**config.mk**
```make
export PLATFORM = sky130hd
export DESIGN_NAME = key_debounce
export DESIGN_NICKNAME = d
export VERILOG_FILES = /design/src/rtl/key_debounce_pkg.sv /design/src/rtl/key_debounce_ch.sv /design/src/rtl/key_debounce.sv
export SDC_FILE = /design/constraint.sdc
export NUM_CORES = 1
export LEC_CHECK = 0
export ABC_AREA = 1
export CORE_MARGIN = 2
export CORE_UTILIZATION = 62
export CTS_CLUSTER_DIAMETER = 30
export DETAILED_ROUTE_END_ITERATION = 7
export HOLD_SLACK_MARGIN = 0.05
export PLACE_DENSITY = 0.8
export SLEW_MARGIN = 15
export SYNTH_ARGS = -nofsm -noshare
export SYNTH_HDL_FRONTEND = slang
export SYNTH_SLANG_ARGS = --single-unit
```
**constraint.sdc**
```tcl
create_clock -name clk -period 2.45 [get_ports clk]
set_clock_uncertainty 0.2 [all_clocks]
set_input_delay 0.245 -clock clk [delete_from_list [all_inputs] [get_ports clk]]
set_output_delay 0.245 -clock clk [all_outputs]
set_load 0.005 [all_outputs]
```
**src/rtl/key_debounce_pkg.sv**
```systemverilog
// Shared types and helpers for the key debounce channels: FSM state encoding
// and a counter-width helper used to validate CNT_W at elaboration.
package key_pkg;

  localparam logic [1:0] ST_IDLE       = 2'd0;
  localparam logic [1:0] ST_PRESS_DB   = 2'd1;
  localparam logic [1:0] ST_HELD       = 2'd2;
  localparam logic [1:0] ST_RELEASE_DB = 2'd3;

  typedef enum logic [1:0] {
    IDLE       = ST_IDLE,
    PRESS_DB   = ST_PRESS_DB,
    HELD       = ST_HELD,
    RELEASE_DB = ST_RELEASE_DB
  } key_state_e;

  // Number of bits needed to hold the value v (at least 1).
  function automatic int unsigned cnt_bits(input int unsigned v);
    int unsigned n;
    n = 1;
    while ((v >> n) != 0) n++;
    return n;
  endfunction

endpackage

```
**src/rtl/key_debounce_ch.sv**
```systemverilog
// One key channel: 2-FF synchroniser, debounce FSM, auto-repeat timer.
// All outputs are registered.
module key_debounce_ch
  import key_pkg::*;
#(
  parameter int unsigned DEBOUNCE_TICKS = 20,
  parameter int unsigned REPEAT_DELAY   = 500,
  parameter int unsigned REPEAT_RATE    = 100,
  parameter int unsigned CNT_W          = 10
) (
  input  logic clk,
  input  logic rst_n,
  input  logic tick,
  input  logic key_n,
  output logic key_level,
  output logic key_press,
  output logic key_release,
  output logic key_repeat
);

  localparam logic [CNT_W-1:0] DB_LAST    = CNT_W'(DEBOUNCE_TICKS - 1);
  localparam logic [CNT_W-1:0] DELAY_LAST = CNT_W'((REPEAT_DELAY == 0) ? 0 : REPEAT_DELAY - 1);
  localparam logic [CNT_W-1:0] RATE_LAST  = CNT_W'(REPEAT_RATE - 1);
  localparam bit               REP_EN     = (REPEAT_DELAY != 0);

  logic             sync1, sync2, ks;
  key_state_e       state_q, state_d;
  logic [CNT_W-1:0] db_cnt_q, db_cnt_d;
  logic [CNT_W-1:0] rep_cnt_q, rep_cnt_d;
  logic             rep_rate_q, rep_rate_d;
  logic             rep_hit;
  logic             level_d, press_d, release_d;

  function automatic logic [CNT_W-1:0] sat_inc(input logic [CNT_W-1:0] v);
    return (v == '1) ? v : v + 1'b1;
  endfunction

  assign ks = ~sync2;

  always_ff @(posedge clk or negedge rst_n) begin
    if (!rst_n) begin
      sync1       <= 1'b1;
      sync2       <= 1'b1;
      state_q     <= IDLE;
      db_cnt_q    <= '0;
      rep_cnt_q   <= '0;
      rep_rate_q  <= 1'b0;
      key_level   <= 1'b0;
      key_press   <= 1'b0;
      key_release <= 1'b0;
      key_repeat  <= 1'b0;
    end else begin
      sync1       <= key_n;
      sync2       <= sync1;
      state_q     <= state_d;
      db_cnt_q    <= db_cnt_d;
      rep_cnt_q   <= rep_cnt_d;
      rep_rate_q  <= rep_rate_d;
      key_level   <= level_d;
      key_press   <= press_d;
      key_release <= release_d;
      key_repeat  <= rep_hit;
    end
  end

  // Repeat counter restarts at 0 on each pulse (first interval DELAY, then RATE),
  // which is equivalent to counting to DELAY, DELAY+RATE, ... without ever wrapping.
  always_comb begin
    state_d    = state_q;
    db_cnt_d   = db_cnt_q;
    rep_cnt_d  = rep_cnt_q;
    rep_rate_d = rep_rate_q;
    rep_hit    = 1'b0;
    unique case (state_q)
      IDLE: begin
        if (ks) begin
          state_d  = PRESS_DB;
          db_cnt_d = '0;
        end
      end
      PRESS_DB: begin
        if (!ks) begin
          state_d = IDLE;
        end else if (tick) begin
          if (db_cnt_q == DB_LAST) begin
            state_d    = HELD;
            rep_cnt_d  = '0;
            rep_rate_d = 1'b0;
          end else begin
            db_cnt_d = sat_inc(db_cnt_q);
          end
        end
      end
      HELD: begin
        if (tick && REP_EN) begin
          if (rep_cnt_q == (rep_rate_q ? RATE_LAST : DELAY_LAST)) begin
            rep_hit    = 1'b1;
            rep_cnt_d  = '0;
            rep_rate_d = 1'b1;
          end else begin
            rep_cnt_d = sat_inc(rep_cnt_q);
          end
        end
        if (!ks) begin
          state_d  = RELEASE_DB;
          db_cnt_d = '0;
        end
      end
      RELEASE_DB: begin
        if (ks) begin
          state_d = HELD;
        end else if (tick) begin
          if (db_cnt_q == DB_LAST) state_d = IDLE;
          else                     db_cnt_d = sat_inc(db_cnt_q);
        end
      end
      default: state_d = IDLE;
    endcase
  end

  always_comb begin
    level_d   = (state_d == HELD) || (state_d == RELEASE_DB);
    press_d   = (state_q == PRESS_DB)   && (state_d == HELD);
    release_d = (state_q == RELEASE_DB) && (state_d == IDLE);
  end

endmodule

```
**src/rtl/key_debounce.sv**
```systemverilog
// Debounced, auto-repeating key conditioner: fans NKEYS raw active-low keys
// out to independent key_debounce_ch channels.
module key_debounce
  import key_pkg::*;
#(
  parameter int unsigned NKEYS          = 4,
  parameter int unsigned DEBOUNCE_TICKS = 20,
  parameter int unsigned REPEAT_DELAY   = 500,
  parameter int unsigned REPEAT_RATE    = 100,
  parameter int unsigned CNT_W          = 10
) (
  input  logic             clk,
  input  logic             rst_n,
  input  logic             tick,
  input  logic [NKEYS-1:0] key_n,
  output logic [NKEYS-1:0] key_level,
  output logic [NKEYS-1:0] key_press,
  output logic [NKEYS-1:0] key_release,
  output logic [NKEYS-1:0] key_repeat
);

  localparam int unsigned MAX_A   = (DEBOUNCE_TICKS > REPEAT_DELAY) ? DEBOUNCE_TICKS : REPEAT_DELAY;
  localparam int unsigned MAX_CNT = (MAX_A > REPEAT_RATE) ? MAX_A : REPEAT_RATE;

  if (cnt_bits(MAX_CNT) > CNT_W) begin : g_cnt_w_check
    $error("key_debounce: CNT_W too small for configured tick counts");
  end

  for (genvar i = 0; i < NKEYS; i++) begin : g_ch
    key_debounce_ch #(
      .DEBOUNCE_TICKS(DEBOUNCE_TICKS),
      .REPEAT_DELAY  (REPEAT_DELAY),
      .REPEAT_RATE   (REPEAT_RATE),
      .CNT_W         (CNT_W)
    ) u_ch (
      .clk        (clk),
      .rst_n      (rst_n),
      .tick       (tick),
      .key_n      (key_n[i]),
      .key_level  (key_level[i]),
      .key_press  (key_press[i]),
      .key_release(key_release[i]),
      .key_repeat (key_repeat[i])
    );
  end

endmodule

```
==> flow_summary.ini <==
[cells_and_area]
syn_to_final_growth_pct = 11.8
stdcell_count = 1246
num-fill-cells = 965
fin_area_um2 = 8260
antennaDiodeCount = 0
drive_gt1_share_pct = 8.34
fin_nets = 1105
fin_util_pct = 71.7

[grt]
grt_pass1_vias = 6211
grt_max_degree = 38
antenna_found_initial = 0
grt_usage_pct = 26.2
grt_overflow = 0
grt_pass1_wl_um = 27500

[route]
routedWlPerCell_um = 12.4
dr_total_vias = 6539
drtIter0Drc = 472
drc = 1
dr.pass1.iters = 7
drt_wl_total_um = 15400
drt-met1-wl_um = 7320
wl_met2_um = 7320
ant_nets = 0
top_layer = met4
vias_per_cell = 5.25
wl_met3_um = 534

[worst_setup_path]
endpoint = g_ch[3].u_ch.rep_cnt_q[1]
reg2reg_from = g_ch[3].u_ch.state_q[0]
path_cells = inv_4, nand2_1, o22ai_1, inv_1, nand4_2, nand2_1, nand2_1
crit_path_end_kind = flop
crit_start = g_ch[3].u_ch.state_q[0]
ff2ff_path_depth = 7
worst-path-buf-inv = 2
worstPathRequired_ns = 2.55
cp_slowest_cell = dfrtp_1
crit_family = simple AND/OR/NAND/NOR gates
crit_path_frequent_cell = nand2_1
reg2reg_to = g_ch[3].u_ch.rep_cnt_q[1]
path_max_fanout = 13
arrival_ns = 2.28
start_kind = flop
crit_cells = 7
ff2ff_setup_slack_ns = 0.27
crit_type = flop to flop
critical_path.max_stage_delay_ns = 0.54

[synthesis]
syn_area_per_cell_um2 = 6.88
synthFlopType = dfrtp_1
yosys_warnings = 0
yosys.cell_types.count = 38
syn_nets = 1090
netlist_top_cells_count = nand2_1, nor2_1, inv_1
synth_most_common_cell = nand2_1
ys_async_sr_fraction_pct = 100
syn_area_um2 = 7390
synth_edf_count = 0
yosysTopAreaCellShare_pct = 36.6
synthTopCellsByArea = dfrtp_1, nand2_1, nor2_1, nand3_1, inv_1
synth-seq-area-share_pct = 39.4
synth_top_cell_by_area = dfrtp_1
synthCells = 1075
synth_seq_cells = 116

[clocking]
cts_root_buf = clkbuf_16
clk_pin_slew_ns = 0.05
cts.sinks = 116
cts_tree = done
cts.path.max_buffers = 2
cts_resized = 0
cts_max_level = 4
ctsHoldBuffers = 5
post_cts.repair.setup_buffers = 0
clk_latency_ns = 0.42
cts_buffers = 17

[outcome]
violations = design-rule violations
status = complete, but fails checks

[pwr]
ir_drop_mv = 0.758
totalPowerFinal_mw = 5.11
cellPowerDensity_nw_per_um2 = 619
leakagePower_nw = 4.01

[sta]
fin_crit_ns = 2.18
hold_violations = 0
slew_headroom_pct = 70.0
tns_ns = 0
period_share_pct = 88.8
slew_viol_final = 0
fmax_mhz = 460
fin_ws_ns = 0.274
setup_viol = 0
rsz0062_at_grt = no
fin_hold_ws_ns = 0.0809
tightest_slew_ns = 0.449

[placed_design]
port-buffer-count = 22
dp_hpwl_um = 10600
place_inst = 1209
pre_cts_slack_ns = 0.204
gp_congestion = 0.888
place_area_um2 = 7600

[die]
io_pins = 23
die_width_um = 113
core_um2 = 11500
rows = 39
initial_core_util_pct = 64.2
dieArea_um2 = 12800
fp.dieH_um = 113

[min_path]
hold_path.class = input pin to async pin

[job]
maxCapViolCount = 0
-- layer usage --
layer  up-vias  global-route usage [%]
met5         -                       0
met3        24                    5.95
li1       3387                       -
met1      3018                    34.6
met4         0                    8.29
met2       110                    43.0
-- state kept, by name, summed over array words and instances (netlist names) --
| signal | flops |
|---|---|
| g_ch.u_ch.sync1 | 4 |
| g_ch.u_ch.rep_cnt_q | 40 |
| g_ch.u_ch.key_press | 4 |
| g_ch.u_ch.db_cnt_q | 40 |
| g_ch.u_ch.key_level | 4 |
| g_ch.u_ch.key_release | 4 |
| g_ch.u_ch.rep_rate_q | 4 |
| g_ch.u_ch.state_q | 8 |
| g_ch.u_ch.key_repeat | 4 |
| g_ch.u_ch.sync2 | 4 |
-- worst reg2reg max path: stages, from the launching register on --
cell     delay [ns]
dfrtp_1        0.54
inv_4          0.10
nand2_1        0.36
o22ai_1        0.22
inv_1          0.12
nand4_2        0.29
nand2_1        0.16
nand2_1        0.06
-- report_power, final --
group	leakage (nW)	internal (mW)	switching, mW
Clock	0.291	1.64	0.887
Combinational	2.18	0.156	0.298
Sequential	1.53	2.01	0.120
-- cells by family after synthesis --
family / Yosys count / synth area share, %
and+or+nand+nor: 702 / 41.4
buffers and inverters: 162 / 9.85
DFF: 116 / 39.4
AOI/OAI and AO/OA: 54 / 4.08
xor gates and xnor gates: 33 / 3.91
adders and majority gates: 8 / 1.35
-- cell usage in the layout, fill, tap and decap left out, types with 4 or more instances in the layout --
| cell type | count |
|---|---|
| a21oi_1 | 14 |
| buf_4 | 9 |
| clkbuf_16 | 17 |
| clkdlybuf4s50_1 | 21 |
| clkinv_2 | 4 |
| clkinvlp_4 | 4 |
| dfrtp_1 | 108 |
| dfstp_2 | 8 |
| dlygate4sd3_1 | 5 |
| ha_1 | 8 |
| inv_1 | 117 |
| inv_2 | 4 |
| nand2_1 | 380 |
| nand3_1 | 100 |
| nand3_2 | 6 |
| nand3b_1 | 4 |
| nand4_1 | 22 |
| nor2_1 | 135 |
| nor2_2 | 7 |
| nor2_4 | 4 |
| nor3_1 | 20 |
| nor3b_1 | 6 |
| o21ai_0 | 18 |
| o21ai_1 | 12 |
| o21ai_2 | 5 |
| or2_2 | 5 |
| xnor2_1 | 5 |
| xor2_1 | 28 |
-- cell type report --
type | count | area (µm²) | area share (%)
multi-input cells | 797 | 3750 | 45.4
well taps | 143 | 179 | 2.17
clock buffers | 19 | 453 | 5.48
clock inverters | 13 | 158 | 1.91
inverters | 122 | 460 | 5.57
flip-flops and latches | 116 | 2910 | 35.3
repair buffers | 36 | 348 | 4.21
-- worst min-delay path by stage --
| stage | startpoint | to | slack, ns | cells past startpoint |
|---|---|---|---|---|
| finish | rst_n | g_ch[0].u_ch.rep_cnt_q[4] | 0.08 | 2 |
| global route | rst_n | g_ch[0].u_ch.rep_cnt_q[4] | 0.10 | 2 |
| CTS | rst_n | g_ch[0].u_ch.rep_cnt_q[4] | 0.08 | 2 |
| detailed placement | rst_n | g_ch[0].u_ch.rep_cnt_q[4] | -0.02 | 1 |
| global placement | rst_n | g_ch[0].u_ch.rep_cnt_q[4] | -0.03 | 1 |
| floorplan | rst_n | g_ch[0].u_ch.db_cnt_q[0] | -0.25 | 0 |
Note: power is estimated with default switching activity, not from simulation.
